<file path="src/rtl/pipe_control_unit.sv">
// Control and hazard unit for the 5-stage pipeline: decodes IF/ID, carries control bits
// down to WB, and produces forwarding selects, stall/flush and the decode-stage branch take.
module pipe_control_unit #(
    parameter int unsigned REG_AW = 5,
    parameter int unsigned OP_W   = 6
) (
    input  logic              clk,
    input  logic              rst,
    input  logic [31:0]       instrD,
    input  logic              equalD,
    output logic              regWrite,
    output logic              mem2Reg,
    output logic              memWrite,
    output logic              regDst,
    output logic              aluSrcB,
    output logic [2:0]        aluControl,
    output logic [1:0]        fad,
    output logic [1:0]        fbd,
    output logic              pcSrc,
    output logic              stall,
    output logic              flush
);

    localparam logic [OP_W-1:0] OpRtype = OP_W'('h00);
    localparam logic [OP_W-1:0] OpLw    = OP_W'('h23);
    localparam logic [OP_W-1:0] OpSw    = OP_W'('h2B);
    localparam logic [OP_W-1:0] OpBeq   = OP_W'('h04);
    localparam logic [OP_W-1:0] OpAddi  = OP_W'('h08);

    localparam logic [OP_W-1:0] FnAdd = OP_W'('h20);
    localparam logic [OP_W-1:0] FnSub = OP_W'('h22);
    localparam logic [OP_W-1:0] FnAnd = OP_W'('h24);
    localparam logic [OP_W-1:0] FnOr  = OP_W'('h25);
    localparam logic [OP_W-1:0] FnSlt = OP_W'('h2A);

    localparam logic [REG_AW-1:0] RegZero = '0;

    logic [OP_W-1:0]   op_d;
    logic [OP_W-1:0]   funct_d;
    logic [REG_AW-1:0] rs_d, rt_d, rd_d;
    logic              unused_shamt;

    assign op_d         = instrD[31 -: OP_W];
    assign funct_d      = instrD[OP_W-1:0];
    assign rs_d         = instrD[25 -: REG_AW];
    assign rt_d         = instrD[20 -: REG_AW];
    assign rd_d         = instrD[15 -: REG_AW];
    assign unused_shamt = ^instrD[10:6];

    logic       dec_reg_write, dec_mem2reg, dec_mem_write, dec_reg_dst, dec_alu_src_b, dec_branch;
    logic [2:0] dec_alu_ctrl;

    always_comb begin
        dec_reg_write = 1'b0;
        dec_mem2reg   = 1'b0;
        dec_mem_write = 1'b0;
        dec_reg_dst   = 1'b0;
        dec_alu_src_b = 1'b0;
        dec_branch    = 1'b0;
        dec_alu_ctrl  = 3'b000;
        case (op_d)
            OpRtype: begin
                dec_reg_write = 1'b1;
                dec_reg_dst   = 1'b1;
                case (funct_d)
                    FnAdd:   dec_alu_ctrl = 3'b010;
                    FnSub:   dec_alu_ctrl = 3'b110;
                    FnAnd:   dec_alu_ctrl = 3'b000;
                    FnOr:    dec_alu_ctrl = 3'b001;
                    FnSlt:   dec_alu_ctrl = 3'b111;
                    default: begin
                        // Unknown funct decodes as a nop.
                        dec_reg_write = 1'b0;
                        dec_reg_dst   = 1'b0;
                    end
                endcase
            end
            OpLw: begin
                dec_reg_write = 1'b1;
                dec_alu_src_b = 1'b1;
                dec_mem2reg   = 1'b1;
                dec_alu_ctrl  = 3'b010;
            end
            OpSw: begin
                dec_mem_write = 1'b1;
                dec_alu_src_b = 1'b1;
                dec_alu_ctrl  = 3'b010;
            end
            OpBeq: begin
                dec_branch   = 1'b1;
                dec_alu_ctrl = 3'b110;
            end
            OpAddi: begin
                dec_reg_write = 1'b1;
                dec_alu_src_b = 1'b1;
                dec_alu_ctrl  = 3'b010;
            end
            default: ;
        endcase
    end

    // ID/EX
    logic              e_reg_write_q, e_mem2reg_q, e_mem_write_q, e_reg_dst_q, e_alu_src_b_q;
    logic              e_reg_write_d, e_mem2reg_d, e_mem_write_d, e_reg_dst_d, e_alu_src_b_d;
    logic [2:0]        e_alu_ctrl_q, e_alu_ctrl_d;
    logic [REG_AW-1:0] e_rs_q, e_rt_q, e_rd_q, e_rs_d, e_rt_d, e_rd_d;
    // EX/MEM
    logic              m_reg_write_q, m_mem2reg_q, m_mem_write_q;
    logic              m_reg_write_d, m_mem2reg_d, m_mem_write_d;
    logic [REG_AW-1:0] m_write_reg_q, m_write_reg_d;
    // MEM/WB
    logic              w_reg_write_q, w_mem2reg_q, w_reg_write_d, w_mem2reg_d;
    logic [REG_AW-1:0] w_write_reg_q, w_write_reg_d;

    logic [REG_AW-1:0] write_reg_e;
    assign write_reg_e = e_reg_dst_q ? e_rd_q : e_rt_q;

    logic lw_stall, br_stall, hazard;

    always_comb begin
        lw_stall = e_mem2reg_q && (e_rt_q != RegZero) && ((e_rt_q == rs_d) || (e_rt_q == rt_d));
        br_stall = dec_branch &&
                   ((e_reg_write_q && (write_reg_e != RegZero) &&
                     ((write_reg_e == rs_d) || (write_reg_e == rt_d))) ||
                    (m_mem2reg_q && (m_write_reg_q != RegZero) &&
                     ((m_write_reg_q == rs_d) || (m_write_reg_q == rt_d))));
        hazard   = !rst && (lw_stall || br_stall);
    end

    assign stall = hazard;
    assign flush = hazard;
    assign pcSrc = !rst && dec_branch && equalD && !hazard;

    always_comb begin
        e_reg_write_d = dec_reg_write;
        e_mem2reg_d   = dec_mem2reg;
        e_mem_write_d = dec_mem_write;
        e_reg_dst_d   = dec_reg_dst;
        e_alu_src_b_d = dec_alu_src_b;
        e_alu_ctrl_d  = dec_alu_ctrl;
        e_rs_d        = rs_d;
        e_rt_d        = rt_d;
        e_rd_d        = rd_d;
        if (hazard) begin
            e_reg_write_d = 1'b0;
            e_mem2reg_d   = 1'b0;
            e_mem_write_d = 1'b0;
            e_reg_dst_d   = 1'b0;
            e_alu_src_b_d = 1'b0;
            e_alu_ctrl_d  = 3'b000;
            e_rs_d        = '0;
            e_rt_d        = '0;
            e_rd_d        = '0;
        end
        m_reg_write_d = e_reg_write_q;
        m_mem2reg_d   = e_mem2reg_q;
        m_mem_write_d = e_mem_write_q;
        m_write_reg_d = write_reg_e;
        w_reg_write_d = m_reg_write_q;
        w_mem2reg_d   = m_mem2reg_q;
        w_write_reg_d = m_write_reg_q;
        if (rst) begin
            e_reg_write_d = 1'b0;
            e_mem2reg_d   = 1'b0;
            e_mem_write_d = 1'b0;
            e_reg_dst_d   = 1'b0;
            e_alu_src_b_d = 1'b0;
            e_alu_ctrl_d  = 3'b000;
            e_rs_d        = '0;
            e_rt_d        = '0;
            e_rd_d        = '0;
            m_reg_write_d = 1'b0;
            m_mem2reg_d   = 1'b0;
            m_mem_write_d = 1'b0;
            m_write_reg_d = '0;
            w_reg_write_d = 1'b0;
            w_mem2reg_d   = 1'b0;
            w_write_reg_d = '0;
        end
    end

    always_ff @(posedge clk) begin
        e_reg_write_q <= e_reg_write_d;
        e_mem2reg_q   <= e_mem2reg_d;
        e_mem_write_q <= e_mem_write_d;
        e_reg_dst_q   <= e_reg_dst_d;
        e_alu_src_b_q <= e_alu_src_b_d;
        e_alu_ctrl_q  <= e_alu_ctrl_d;
        e_rs_q        <= e_rs_d;
        e_rt_q        <= e_rt_d;
        e_rd_q        <= e_rd_d;
        m_reg_write_q <= m_reg_write_d;
        m_mem2reg_q   <= m_mem2reg_d;
        m_mem_write_q <= m_mem_write_d;
        m_write_reg_q <= m_write_reg_d;
        w_reg_write_q <= w_reg_write_d;
        w_mem2reg_q   <= w_mem2reg_d;
        w_write_reg_q <= w_write_reg_d;
    end

    // MEM result outranks WB result when both match.
    function automatic logic [1:0] fwd_sel(input logic [REG_AW-1:0] src,
                                           input logic m_wr, input logic [REG_AW-1:0] m_reg,
                                           input logic w_wr, input logic [REG_AW-1:0] w_reg);
        if (src != RegZero && m_wr && src == m_reg) begin
            return 2'b10;
        end else if (src != RegZero && w_wr && src == w_reg) begin
            return 2'b01;
        end
        return 2'b00;
    endfunction

    assign fad = fwd_sel(e_rs_q, m_reg_write_q, m_write_reg_q, w_reg_write_q, w_write_reg_q);
    assign fbd = fwd_sel(e_rt_q, m_reg_write_q, m_write_reg_q, w_reg_write_q, w_write_reg_q);

    assign regDst     = e_reg_dst_q;
    assign aluSrcB    = e_alu_src_b_q;
    assign aluControl = e_alu_ctrl_q;
    assign memWrite   = m_mem_write_q;
    assign regWrite   = w_reg_write_q;
    assign mem2Reg    = w_mem2reg_q;

endmodule

</file>
<file path="config.mk">
export PLATFORM = sky130hd
export DESIGN_NAME = pipe_control_unit
export DESIGN_NICKNAME = d
export VERILOG_FILES = /design/src/rtl/pipe_control_unit.sv
export SDC_FILE = /design/constraint.sdc
export NUM_CORES = 1
export LEC_CHECK = 0
export BUFFER_PORTS_ARGS = -buffer_cell sky130_fd_sc_hd__buf_4
export CAP_MARGIN = 20
export CORE_ASPECT_RATIO = 1.1
export CORE_UTILIZATION = 50
export CTS_CLUSTER_DIAMETER = 100
export CTS_CLUSTER_SIZE = 16
export DETAILED_ROUTE_END_ITERATION = 12
export PLACE_DENSITY = 0.76
export SLEW_MARGIN = 25
export SYNTH_ARGS = -nofsm -noshare
export SYNTH_HDL_FRONTEND = slang
export SYNTH_SLANG_ARGS = --single-unit
</file>
<file path="constraint.sdc">
create_clock -name clk -period 3.34 [get_ports clk]
set_clock_uncertainty 0.2 [all_clocks]
set_input_delay 0.501 -clock clk [delete_from_list [all_inputs] [get_ports clk]]
set_output_delay 0.501 -clock clk [all_outputs]
set_load 0.005 [all_outputs]
</file>
==> results.md <==
- Fin. Hold Viols: 0
- GRT Overall Usage: 0.218
- Vias per cell: 5.30
- Peak Freq: 318 MHz
- Area grow syn2layout: 19.6%
- Nets: 284
- Hold_buf cts: 0
- Maximum vdd drop: between 0.2 and 0.3 mV
- Clock slew at reported path FFs: ~70 ps
- PostCTS Resize Cnt: 0
- First-pass GRT wire length: just under 7000 um
- Max-slew violations: 0
- Post-Syn Area: 0.00200 mm2
- Max-Cap Viols: 0
- CTS H-tree lvls: 2
- Static Leakage: around 0.90 nW
- FF+latch count, synth: 38
- GPL Wtd Cong: 0.852
- Hold EP: e_mem2reg_q$_SDFF_PP0_
- Req. time, crit path: 2640 ps
- Largest net degree at the start of global routing: 24
- Synth Area in XOR/XNOR: 0.219
- Critical path endpoint category: primary output
- Crit path kind: reg -> out
- Status: finished clean
- R2R setup slack: 750 ps
- N_diodes: 0
- R2r startpoint: regDst$_SDFF_PP0_
- Tmin final: 3150 ps
- Layout cells sized above 1: 0.253
- Final setup vio count: 0
- Crit path max fanout: 8
- Power per Cell Area: 384 mW/mm2
- Core area: approximately 0.0037 mm2
- Fin crit share: 0.942
- Synthesized-area fraction occupied by adder cells: 0
- Die Y: ~68 um
- Area share of the largest cell type after synthesis: 0.381
- Port Buffers: 44
- Routed wire length: 4250 um
- Post-route setup slack: around 190 ps
- Worst reg2reg path endpoint: regDst$_SDFF_PP0_
- Rows: 23
- Setup TNS Final: 0 ps
- Worst Path Arrival: between 2000 and 2500 ps
- Worst Hold Launch: instrD[29]
- Clk_lat worst skew: 290 ps
- Startpoint Class: register
- Final ANT Viol Nets: 0
- Post-CTS Setup Bufs: 0
- Synth cell count leaders: 38 x dfxtp_1, 32 x xnor2_1, 18 x xor2_1, 16 x nor3b_1, 12 x nor3_1
- Yosys cell types: 33
- Vias after detailed routing: 1586
- Vias in the first global route: 1483
- R2R depth: 7
- Num ports: 50
- Ys flop type: dfxtp_1
- Iteration-0 DRC Markers: 57
- Most frequent cell after synthesis: dfxtp_1
- Hold path depth: 2
- Die area: 0.00425 mm2
- Multi-input logic area: about 0.0011 mm2
- Sequential cell area: about 760 um2
- Pwr Total: 0.915 mW
- Synth Area in Compound Gates: 0.0458
- Clock sink total: 38
- Antenna violations before repair: 0
- Post-synthesis mux area share: 0.0345
- Clock Tree Buf Depth: 2
- Post-synth EDFFs: 0
- Largest family of logic cells by synthesized area: simple AND/OR/NAND/NOR gates
- Die width: 62.2 um
- Avg WL per Cell: 14.2 um
- Drt pass-1 iters: 4
- CTS Root Cell: clkbuf_8
- Largest cells by area after synthesis: dfxtp_1 38%, xnor2_1 14%, xor2_1 7.9%
- Syn_nets: 249
- Worst slew pin tran: roughly 530 ps
- GRT Residual Overflow: 0
- Hold Crit Class: in -> reg
- Simple-gate share of the synthesized area: 0.263
- HPWL after DPL: 3190 um
- Rel. slew slack: 0.640
- Total CTS buffers: 5
- Mapped Cells: ~210
- Worst slack at placement: roughly 490 ps
- Fillers: 333
- Post-synthesis sequential area ratio: 0.381
- Mean Syn Cell Area: around 9.3 um2
- Async S/R FF share, synth: 0
- Most area-hungry cell type in the Yosys netlist: dfxtp_1
- RSZ-0062 raised after global routing: false
- DRC: 0
- Starting Density: 0.533
- TritonCTS clock tree: done
- Warnings from Yosys: 0
## power breakdown
group / internal (mW) / switching (mW)
sequential: 0.468 / 0.0230
clock: 0.140 / 0.154
combinational: 0.0727 / 0.0572
total: 0.681 / 0.235
## cell type report
type,instances,area share
sequential,38,0.319
tap,50,0.0262
inverter,4,0.00629
clock buffer,5,0.0288
clock inverter,2,0.00420
timing repair buffer,46,0.145
multi-input combinational,154,0.471
## state kept, by name (all words and copies together) (netlist names)
register,flops
aluControl,3
aluSrcB,1
e_mem2reg_q,1
e_mem_write_q,1
e_rd_q,5
e_reg_write_q,1
e_rs_q,5
e_rt_q,5
m_mem2reg_q,1
m_reg_write_q,1
m_write_reg_q,5
mem2Reg,1
memWrite,1
regDst,1
regWrite,1
w_write_reg_q,5
## per-layer routing
layer,track usage,part of all wire,vias to the layer above
met5,0,0,-
met4,0.0756,0.012,0
met3,0.0483,0.044,6
met2,0.404,0.51,46
met1,0.250,0.44,738
li1,-,-,796
## per-stage QoR
| stage | hold WS, ps | util | area [um2] | instances |
|---|---|---|---|---|
| 4_1_cts | 218 | 0.638 | 2390 | 299 |
| 3_3_place_gp | 224 | 0.617 | 2310 | 292 |
| 6_report | 223 | 0.638 | 2390 | 299 |
| 5_1_grt | 239 | 0.638 | 2390 | 299 |
| 3_5_place_dp | 237 | 0.617 | 2310 | 292 |
| 2_1_floorplan | 214 | - | 2000 | 214 |
## logic make-up (layout without fill, tap and decap cells)
group | count (synthesis) | count (layout)
XOR/XNOR | 50 | 50
AND/OR/NAND/NOR | 87 | 87
AO/OA/AOI/OAI | 12 | 12
flip-flops | 38 | 38
multiplexers | 5 | 5
buffers and inverters | 22 | 57
## worst max-delay path by stage
stage | startpoint | to | slack, ps
final | regDst$_SDFF_PP0_ | stall | 190
after CTS | regDst$_SDFF_PP0_ | stall | 170
after detailed placement | regDst$_SDFF_PP0_ | stall | 490
after global placement | regDst$_SDFF_PP0_ | flush | 510
after global routing | regDst$_SDFF_PP0_ | stall | 40
after floorplan | regDst$_SDFF_PP0_ | stall | 530
## layout by cell type, fill, tap and decap left out, types with 2 or more instances in the layout
master,instances
nor2b_1,10
nor3_1,12
nor3b_1,16
xnor2_1,32
nand2_1,4
or4_1,2
nand4_1,5
o21ai_0,2
or4_4,2
nor4_1,6
dfxtp_1,38
a21oi_1,4
mux2i_2,5
buf_4,46
clkbuf_8,5
nor4b_1,3
inv_1,4
or3_1,2
xor2_1,18
nand3_1,10
clkinv_2,2
nor2_1,11
## worst max-delay path, cell delays in order, from the launching register on
cell and delay (ps):
dfxtp_1 600, mux2i_2 350, xor2_1 180, nand3_1 90, or4_4 510, a31oi_4 150
o21ba_1 160, buf_4 110
No activity file was read; power rests on OpenSTA's default activity.
